**config.mk**
```make
export PLATFORM = sky130hd
export DESIGN_NAME = reg_dump_loader
export DESIGN_NICKNAME = d
export VERILOG_FILES = /design/src/rtl/regfile_pkg.sv /design/src/rtl/reg_dump_loader.sv
export SDC_FILE = /design/constraint.sdc
export NUM_CORES = 1
export LEC_CHECK = 0
export CORE_ASPECT_RATIO = 1.1
export CORE_UTILIZATION = 37
export DETAILED_ROUTE_END_ITERATION = 12
export PLACE_DENSITY = 0.83
export SLEW_MARGIN = 30
export SYNTH_ARGS = -nofsm -noshare
export SYNTH_HDL_FRONTEND = slang
export SYNTH_SLANG_ARGS = --single-unit
export TNS_END_PERCENT = 50
```
**constraint.sdc**
```tcl
create_clock -name clk -period 5.2 [get_ports clk]
set_clock_uncertainty 0.2 [all_clocks]
set_input_delay 1.04 -clock clk [delete_from_list [all_inputs] [get_ports clk]]
set_output_delay 1.04 -clock clk [all_outputs]
set_load 0.05 [all_outputs]
```
**src/rtl/regfile_pkg.sv**
```systemverilog
// Shared constants and state encoding for the 4x8 register file and its
// dump/load access initiator.
package regfile_pkg;

  localparam int NREGS = 4;
  localparam int RF_AW = 2;
  localparam int RF_DW = 8;

  typedef enum logic [2:0] {
    IDLE,
    DUMP_FETCH,
    DUMP_SEND,
    LOAD,
    DONE
  } rdl_state_t;

endpackage

```
**src/rtl/reg_dump_loader.sv**
```systemverilog
// Host-side access initiator: DUMP streams every register out, LOAD writes
// NREGS incoming bytes to registers 0..NREGS-1. While busy it owns the rf ports.
module reg_dump_loader
  import regfile_pkg::*;
#(
  parameter int NREGS = regfile_pkg::NREGS,
  parameter int AW    = regfile_pkg::RF_AW,
  parameter int DW    = regfile_pkg::RF_DW
) (
  input  logic          clk,
  input  logic          reset,
  input  logic          cmd_valid,
  input  logic          cmd_load,
  output logic          cmd_ready,
  output logic          busy,
  output logic          done,
  input  logic          in_valid,
  input  logic [DW-1:0] in_data,
  output logic          in_ready,
  output logic          out_valid,
  output logic [DW-1:0] out_data,
  input  logic          out_ready,
  output logic          rf_wen,
  output logic [AW-1:0] rf_w_addr,
  output logic [DW-1:0] rf_dataIn,
  output logic [AW-1:0] rf_r_addr,
  input  logic [DW-1:0] rf_dataOut
);

  // Termination is by compare so NREGS == 2**AW never relies on wrap-around.
  localparam logic [AW-1:0] LAST = AW'(NREGS - 1);

  rdl_state_t    state_q, state_d;
  logic [AW-1:0] idx_q, idx_d;
  logic [DW-1:0] out_data_q, out_data_d;

  always_ff @(posedge clk or posedge reset) begin
    if (reset) begin
      state_q    <= IDLE;
      idx_q      <= '0;
      out_data_q <= '0;
    end else begin
      state_q    <= state_d;
      idx_q      <= idx_d;
      out_data_q <= out_data_d;
    end
  end

  always_comb begin
    state_d    = state_q;
    idx_d      = idx_q;
    out_data_d = out_data_q;
    unique case (state_q)
      IDLE: begin
        if (cmd_valid) begin
          idx_d   = '0;
          state_d = cmd_load ? LOAD : DUMP_FETCH;
        end
      end
      DUMP_FETCH: begin
        out_data_d = rf_dataOut;
        state_d    = DUMP_SEND;
      end
      DUMP_SEND: begin
        if (out_ready) begin
          if (idx_q == LAST) begin
            state_d = DONE;
          end else begin
            idx_d   = idx_q + AW'(1);
            state_d = DUMP_FETCH;
          end
        end
      end
      LOAD: begin
        if (in_valid) begin
          if (idx_q == LAST) state_d = DONE;
          else               idx_d   = idx_q + AW'(1);
        end
      end
      DONE: begin
        idx_d   = '0;
        state_d = IDLE;
      end
      default: state_d = IDLE;
    endcase
  end

  always_comb begin
    cmd_ready = (state_q == IDLE);
    busy      = (state_q != IDLE);
    done      = (state_q == DONE);
    in_ready  = (state_q == LOAD);
    out_valid = (state_q == DUMP_SEND);
    rf_wen    = (state_q == LOAD) && in_valid;
    rf_dataIn = (state_q == LOAD) ? in_data : '0;
  end

  assign out_data  = out_data_q;
  assign rf_w_addr = idx_q;
  assign rf_r_addr = idx_q;

endmodule

```
# After elaboration in Yosys (flattened, before gate mapping)
# Cells that the tools add are included.
[totals] ff_bits=13 out_inout_bits=26
[classes] add_sub_neg=1 eq_ne=9 n_mux=13 reduce_logical=6
[op_table] cell="3-bit 2-to-1 mux" count=5
[op_table] cell="3-bit one-hot mux with 4 select lines" count=1
[op_table] cell="2-bit 2-to-1 mux" count=5
[op_table] cell="8-bit 2-to-1 mux" count=1
[op_table] cell="2-bit one-hot mux with 4 select lines" count=1
[op_table] cell="4-bit AND reduction" count=2
[op_table] cell="3-bit by 2-bit equality test with 1-bit output (second input constant)" count=2
[op_table] cell="2-bit by 1-bit inequality test with 1-bit output (second input constant)" count=2
[op_table] cell="2-bit inequality test (second input constant)" count=2
[op_table] cell="4-bit nonzero test" count=1
[op_table] cell="3-bit by 1-bit equality test with 1-bit output (second input constant)" count=1
[op_table] cell="3-bit equality test (second input constant)" count=1
[op_table] cell="3-bit logical NOT" count=1
[op_table] cell="3-bit nonzero test" count=1
[op_table] cell="2-bit by 1-bit adder with 2-bit output (second input constant)" count=1
[op_table] cell="2-bit equality test (second input constant)" count=1
[op_table] cell="1-bit logical AND" count=1

# Longest topological paths before layout
# Gate-level depths: netlist of run 1.
[depth] word_depth=4 depth_mapped=4 depth_no_buf=4

# Worst setup path before layout of run 1
# Ideal clock, no wire load.
[synth_path] kind="flip-flop to output port" startpoint="register state_q[1]" endpoint="output done" arrival_time_ps=1651 required_time_ps=3960 path_slack_ps=2309 stages_incl_launch_ff=3 cell_sequence="dfrtp_1 > buf_6 > nor3b_1"
[synth_via] elab_chain_len=1
[synth_lines] item="from (decl)" line_no="reg_dump_loader.sv:33" source="rdl_state_t state_q, state_d;"
[synth_lines] item="from (signal assigned)" line_no="reg_dump_loader.sv:43" source="state_q <= state_d;"
[synth_lines] item="3-bit equality test" line_no="reg_dump_loader.sv:91" source="done = (state_q == DONE);"
[synth_lines] item="to (decl)" line_no="reg_dump_loader.sv:16" source="output logic done,"
# Every way passes these cells.

# Worst setup path after layout of run 1
[layout_path] startpoint="input in_valid" endpoint="output rf_wen"
[layout_via] elab_chain_len=1
[layout_lines] item="from (decl)" line_no="reg_dump_loader.sv:17" source="input logic in_valid,"
[layout_lines] item="1-bit logical AND" line_no="reg_dump_loader.sv:94" source="rf_wen = (state_q == LOAD) && in_valid;"
[layout_lines] item="to (decl)" line_no="reg_dump_loader.sv:23" source="output logic rf_wen,"
# Every way passes these cells.

==> impl_metrics.json, run 1 <==
{
  "row_count": 16,
  "crit_path_max_fanout": 4,
  "dieArea_sq_um": 2143,
  "cp-start-kind": "primary input",
  "cp-startpoint": "in_valid",
  "place_congestion": 0.6569,
  "ff2ff_path_depth": 4,
  "vias_per_cell": 5.047,
  "postCtsSetupBuffers": 0,
  "synth_xor_area_frac": 0,
  "antenna_found_initial": 0,
  "ys_seq_elements": 13,
  "synth_top_family_by_area": "simple AND/OR/NAND/NOR gates",
  "ys_seq_area_frac": 0.4483,
  "tightest_slew_ns": 0.5092,
  "grt.total_usage": 0.1746,
  "avgSynthCellArea_sq_um": 11.70,
  "synth_mux_area_frac": 0.1724,
  "io_pins": 48,
  "period_share": 0.7166,
  "fin_area_sq_um": 1207,
  "fillerInstances": 147,
  "die_w_microns": 44.23,
  "drive_gt1_frac": 0.1835,
  "period_needed_ns": 3.726,
  "layout_commonest_cell": "clkdlybuf4s50_1",
  "firstDrtPassIters": 12,
  "finalSetupViolations": 0,
  "synth_compound_area_frac": 0.07069,
  "multiInputGateArea_sq_um": 351.6,
  "most-common-layout-cells": "clkdlybuf4s50_1, dfrtp_1, and2_1",
  "cts_buffer_depth": 2,
  "rr_startpoint": "rf_r_addr[0]$_DFFE_PP0P_",
  "holdBufCountCts": 0,
  "vias": 641,
  "arrival_ns": 2.49,
  "synthAdderAreaFrac": 0.01724,
  "grt_overflow_total": 0,
  "grt_start_max_net_pins": 14,
  "regToRegSetupSlack_ns": 3.43,
  "drt-initial-drc-count": 13,
  "cts.sink_count": 13,
  "finalMaxSlewViolations": 0,
  "grt_pass1_wl_microns": 2856,
  "drt-total-wl_microns": 1646,
  "avgRoutedWirePerCell_microns": 12.96,
  "synth_warnings": 0,
  "fmax_mhz": 268.4,
  "regArea_sq_um": 325.3,
  "hold-worst-slack_ns": 0.3099,
  "slew_headroom": 0.6594,
  "reg2reg_to": "rf_r_addr[0]$_DFFE_PP0P_",
  "final_util": 0.6701,
  "hold_path_class": "reg2reg",
  "syn_inst": 62,
  "fin_tns_setup_ns": 0,
  "clk-insertion-delay-late_ns": 0.27,
  "core_area_sq_um": 1802,
  "synth_nets": 85,
  "required_ns": 3.96,
  "clk_pin_slew_worst_paths_ns": 0.08,
  "ctsResizeCount": 0,
  "synth.distinct_cells": 28,
  "violations": "design-rule violations",
  "grt_pass1_vias": 704,
  "status": "complete, but fails checks",
  "die_h_microns": 48.45,
  "ant_nets": 0,
  "crit_end": "rf_wen",
  "finalHoldViolations": 0,
  "diodes": 0,
  "initial_utilization": 0.4028,
  "portBuffers": 47,
  "cts_buffers": 3,
  "rsz0062_at_grt": "no",
  "synth-simple-area-share": 0.2241,
  "syn2layout_area_growth_pct": 66.38,
  "h-tree-depth": 1,
  "post-dp-hpwl_microns": 1347,
  "root_buffer": "clkbuf_4",
  "netlist_area_sq_um": 725.7,
  "crit_type": "in2out",
  "final_nets": 133,
  "cts_tree": "yes",
  "drc": 4,
  "end_kind": "primary output",
  "maxCapViolCount": 0,
  "placed_cell_area_sq_um": 1181
}
[metal layers]
layer / vias up / part of all wire / track usage
met5: - / 0 / 0
met1: 297 / 0.36 / 0.1715
met3: 0 / 0.11 / 0.04851
met2: 39 / 0.53 / 0.3309
li1: 305 / - / -
met4: 0 / 0 / 0.06061
[flip-flops by register name, summed over array words and instances (netlist names)]
| signal | flops |
|---|---|
| state_q | 3 |
| out_data | 8 |
| rf_r_addr | 2 |
[cells in the mapped netlist]
cell	number	area, sq um
and2_2	1	7.510
nor2b_1	1	6.260
dfrtp_1	13	325.3
a221o_1	1	10.01
mux2i_1	2	20.02
or2b_2	1	8.760
inv_2	1	3.750
a222oi_1	1	10.01
mux2_4	1	15.01
o2bb2ai_1	1	8.760
and2_1	9	56.30
nor2_1	1	3.750
inv_1	2	7.510
buf_4	2	15.01
o21a_1	1	7.510
nor3_4	1	16.27
a21oi_1	1	5.000
ha_1	1	12.51
or3_2	1	7.510
and2b_1	1	7.510
a22o_2	1	10.01
mux2_2	8	90.09
nor3b_1	2	15.01
nor3_1	1	5.000
buf_6	2	22.52
nor2_4	1	11.26
nand2_1	3	11.26
nor2_2	1	6.260
[final cells by class]
type / count / share of cell area
clock buffer: 4 / 0.02176
timing repair buffer: 47 / 0.3896
inverter: 3 / 0.009326
tap: 18 / 0.01865
multi-input combinational: 42 / 0.2912
sequential: 13 / 0.2694
[cells by family (layout without fill, tap and decap cells)]
| kind of cell | Yosys count | count (layout) |
|---|---|---|
| simple gates | 24 | 24 |
| flops | 13 | 13 |
| mux | 11 | 11 |
| buf+inv | 7 | 54 |
| compound gates | 6 | 6 |
| fa+ha+maj | 1 | 1 |
[through the flow]
step           cells  worst slack, ns
2_1_floorplan     62            2.309
3_3_place_gp     123            1.494
3_5_place_dp     123            1.483
4_1_cts          127            1.481
5_1_grt          127            1.448
6_report         127            1.474
[worst min-delay path by stage]
stage | from | to | slack, ns | depth (start not counted)
after floorplan | state_q[2]$_DFFE_PP0P_ | state_q[1]$_DFFE_PP0P_ | 0.36 | 1
after global placement | out_data[3]$_DFFE_PP0N_ | out_data[3]$_DFFE_PP0N_ | 0.29 | 1
after detailed placement | out_data[3]$_DFFE_PP0N_ | out_data[3]$_DFFE_PP0N_ | 0.30 | 1
after CTS | out_data[3]$_DFFE_PP0N_ | out_data[3]$_DFFE_PP0N_ | 0.31 | 1
after global routing | out_data[4]$_DFFE_PP0N_ | out_data[4]$_DFFE_PP0N_ | 0.34 | 1
final | out_data[1]$_DFFE_PP0N_ | out_data[1]$_DFFE_PP0N_ | 0.31 | 1
[critical path: stages]
cell,delay [ns]
clkdlybuf4s50_1,0.52
and2_1,0.14
clkdlybuf4s50_1,0.79
Power of run 1 is not shown: default switching activity piles up to over one toggle a cycle in this logic, so the estimate is an artifact.
==> run 2, diff against run 1 <==
--- a/config.mk
+++ b/config.mk
@@ -6,9 +6,9 @@
 export NUM_CORES = 1
 export LEC_CHECK = 0
 export CORE_ASPECT_RATIO = 1.1
-export CORE_UTILIZATION = 37
+export CORE_UTILIZATION = 35
 export DETAILED_ROUTE_END_ITERATION = 12
-export PLACE_DENSITY = 0.83
+export PLACE_DENSITY = 0.79
 export SLEW_MARGIN = 30
 export SYNTH_ARGS = -nofsm -noshare
 export SYNTH_HDL_FRONTEND = slang
==> constraint.sdc (replaced) <==
create_clock -name clk -period 3.83 [get_ports clk]
set_clock_uncertainty 0.2 [all_clocks]
set_input_delay 0.766 -clock clk [delete_from_list [all_inputs] [get_ports clk]]
set_output_delay 0.766 -clock clk [all_outputs]
set_load 0.05 [all_outputs]
==> run 2 against run 1 <==
- the run now ends clean
- sequential share of layout area is 0.25 points lower
- critical path depth is 1 higher
- critical endpoint is now rf_dataIn[4]
- highest routed layer unchanged
- non-clock buffer count is the same
==> impl_metrics.json, run 2 (synthesized netlist as in run 1, its figures left out) <==
{
  "row_count": 16,
  "cts_buffers": 3,
  "io_pins": 48,
  "drt-initial-drc-count": 8,
  "crit_chain": "or2b_2, nor2_4, and2_1, clkdlybuf4s50_1",
  "tightest_slew_ns": 0.5156,
  "rsz0062_at_grt": "no",
  "root_buffer": "clkbuf_4",
  "core_area_sq_um": 1862,
  "antenna_found_initial": 0,
  "min_path_cells": 1,
  "die_w_microns": 45.42,
  "die_h_microns": 49.76,
  "holdBufCountCts": 0,
  "cpPeakStageDelay_ns": 0.80,
  "vias_per_cell": 4.757,
  "required_ns": 2.86,
  "clk_pin_slew_worst_paths_ns": 0.07,
  "regToRegSetupSlack_ns": 2.06,
  "postCtsSetupBuffers": 0,
  "layout_commonest_cell": "clkdlybuf4s50_1",
  "cts_buffer_depth": 2,
  "cp-start-kind": "flop",
  "drc": 0,
  "largest_reg_flops": 8,
  "avgRoutedWirePerCell_microns": 12.05,
  "finalMaxSlewViolations": 0,
  "status": "complete, no violations",
  "final_nets": 133,
  "period_share": 0.8630,
  "clk-insertion-delay-late_ns": 0.26,
  "fmax_mhz": 302.6,
  "dieArea_sq_um": 2260,
  "post-dp-hpwl_microns": 1393,
  "firstDrtPassIters": 4,
  "cp_top_family": "buffers and inverters",
  "ant_nets": 0,
  "ctsResizeCount": 0,
  "place_congestion": 0.7770,
  "grt_overflow_total": 0,
  "grt_pass1_vias": 660,
  "vias": 647,
  "drive_gt1_frac": 0.1835,
  "finalHoldViolations": 0,
  "hold_path_class": "reg2reg",
  "initial_utilization": 0.3898,
  "period_needed_ns": 3.305,
  "grt.total_usage": 0.1600,
  "h-tree-depth": 1,
  "cts_tree": "yes",
  "syn2layout_area_growth_pct": 67.93,
  "diodes": 0,
  "cp.depth": 4,
  "slew_headroom": 0.6552,
  "worst-path-buf-inv": 1,
  "grt_pass1_wl_microns": 2670,
  "portBuffers": 47,
  "most-common-layout-cells": "clkdlybuf4s50_1, dfrtp_1, and2_1",
  "critPathSlowestCell": "clkdlybuf4s50_1",
  "grt_start_max_net_pins": 14,
  "ff2ff_path_depth": 4,
  "crit_path_max_fanout": 11,
  "cts.sink_count": 13,
  "fin_tns_setup_ns": 0,
  "maxCapViolCount": 0,
  "arrival_ns": 2.34,
  "end_kind": "primary output",
  "drt-total-wl_microns": 1639,
  "finalSetupViolations": 0,
  "crit_type": "reg2out"
}
run 2: cell counts in the layout (fill, tap and decap cells not counted):
No cell type changed its count.
run 2: layer usage:
layer  part of all wire  routed length (microns)  up-vias  GRT usage
met1               0.35                      570      303     0.1651
li1                   -                        -      304          -
met5                  0                        0        -          0
met4                  0                        0        0    0.06061
met2               0.53                      875       40     0.2952
met3               0.12                      193        0    0.03663
run 2: cell type report:
| cell class | instances | area [sq um] |
|---|---|---|
| Sequential cell | 13 | 325.3 |
| Fill cell | 159 | 643.1 |
| Multi-Input combinational cell | 42 | 351.6 |
| Tap cell | 27 | 33.78 |
| Inverter | 3 | 11.26 |
| Clock buffer | 4 | 26.28 |
| Timing Repair Buffer | 47 | 470.5 |
run 2: worst paths after layout:
path                                                from                       end
worst max-delay path              state_q[1]$_DFFE_PP0P_              rf_dataIn[4]
worst min-delay path             out_data[1]$_DFFE_PP0N_   out_data[1]$_DFFE_PP0N_
worst max register to register  rf_r_addr[0]$_DFFE_PP0P_  rf_r_addr[0]$_DFFE_PP0P_
worst min register to register   out_data[1]$_DFFE_PP0N_   out_data[1]$_DFFE_PP0N_
max in group asynchronous                          reset   out_data[0]$_DFFE_PP0N_
min in group asynchronous                          reset   out_data[2]$_DFFE_PP0N_
run 2: stage by stage:
step | utilization | cell area [sq um] | cells | hold WS, ns | setup WS, ns
6_report | 0.6546 | 1219 | 136 | 0.3115 | 0.5249
5_1_grt | 0.6546 | 1219 | 136 | 0.3364 | 0.4121
4_1_cts | 0.6546 | 1219 | 136 | 0.3164 | 0.4999
3_5_place_dp | 0.6405 | 1192 | 132 | 0.2994 | 0.6501
3_3_place_gp | 0.6405 | 1192 | 132 | 0.2894 | 0.6701
2_1_floorplan | - | 725.7 | 62 | 0.3563 | 1.213
Power of run 2 is left out for the same reason.
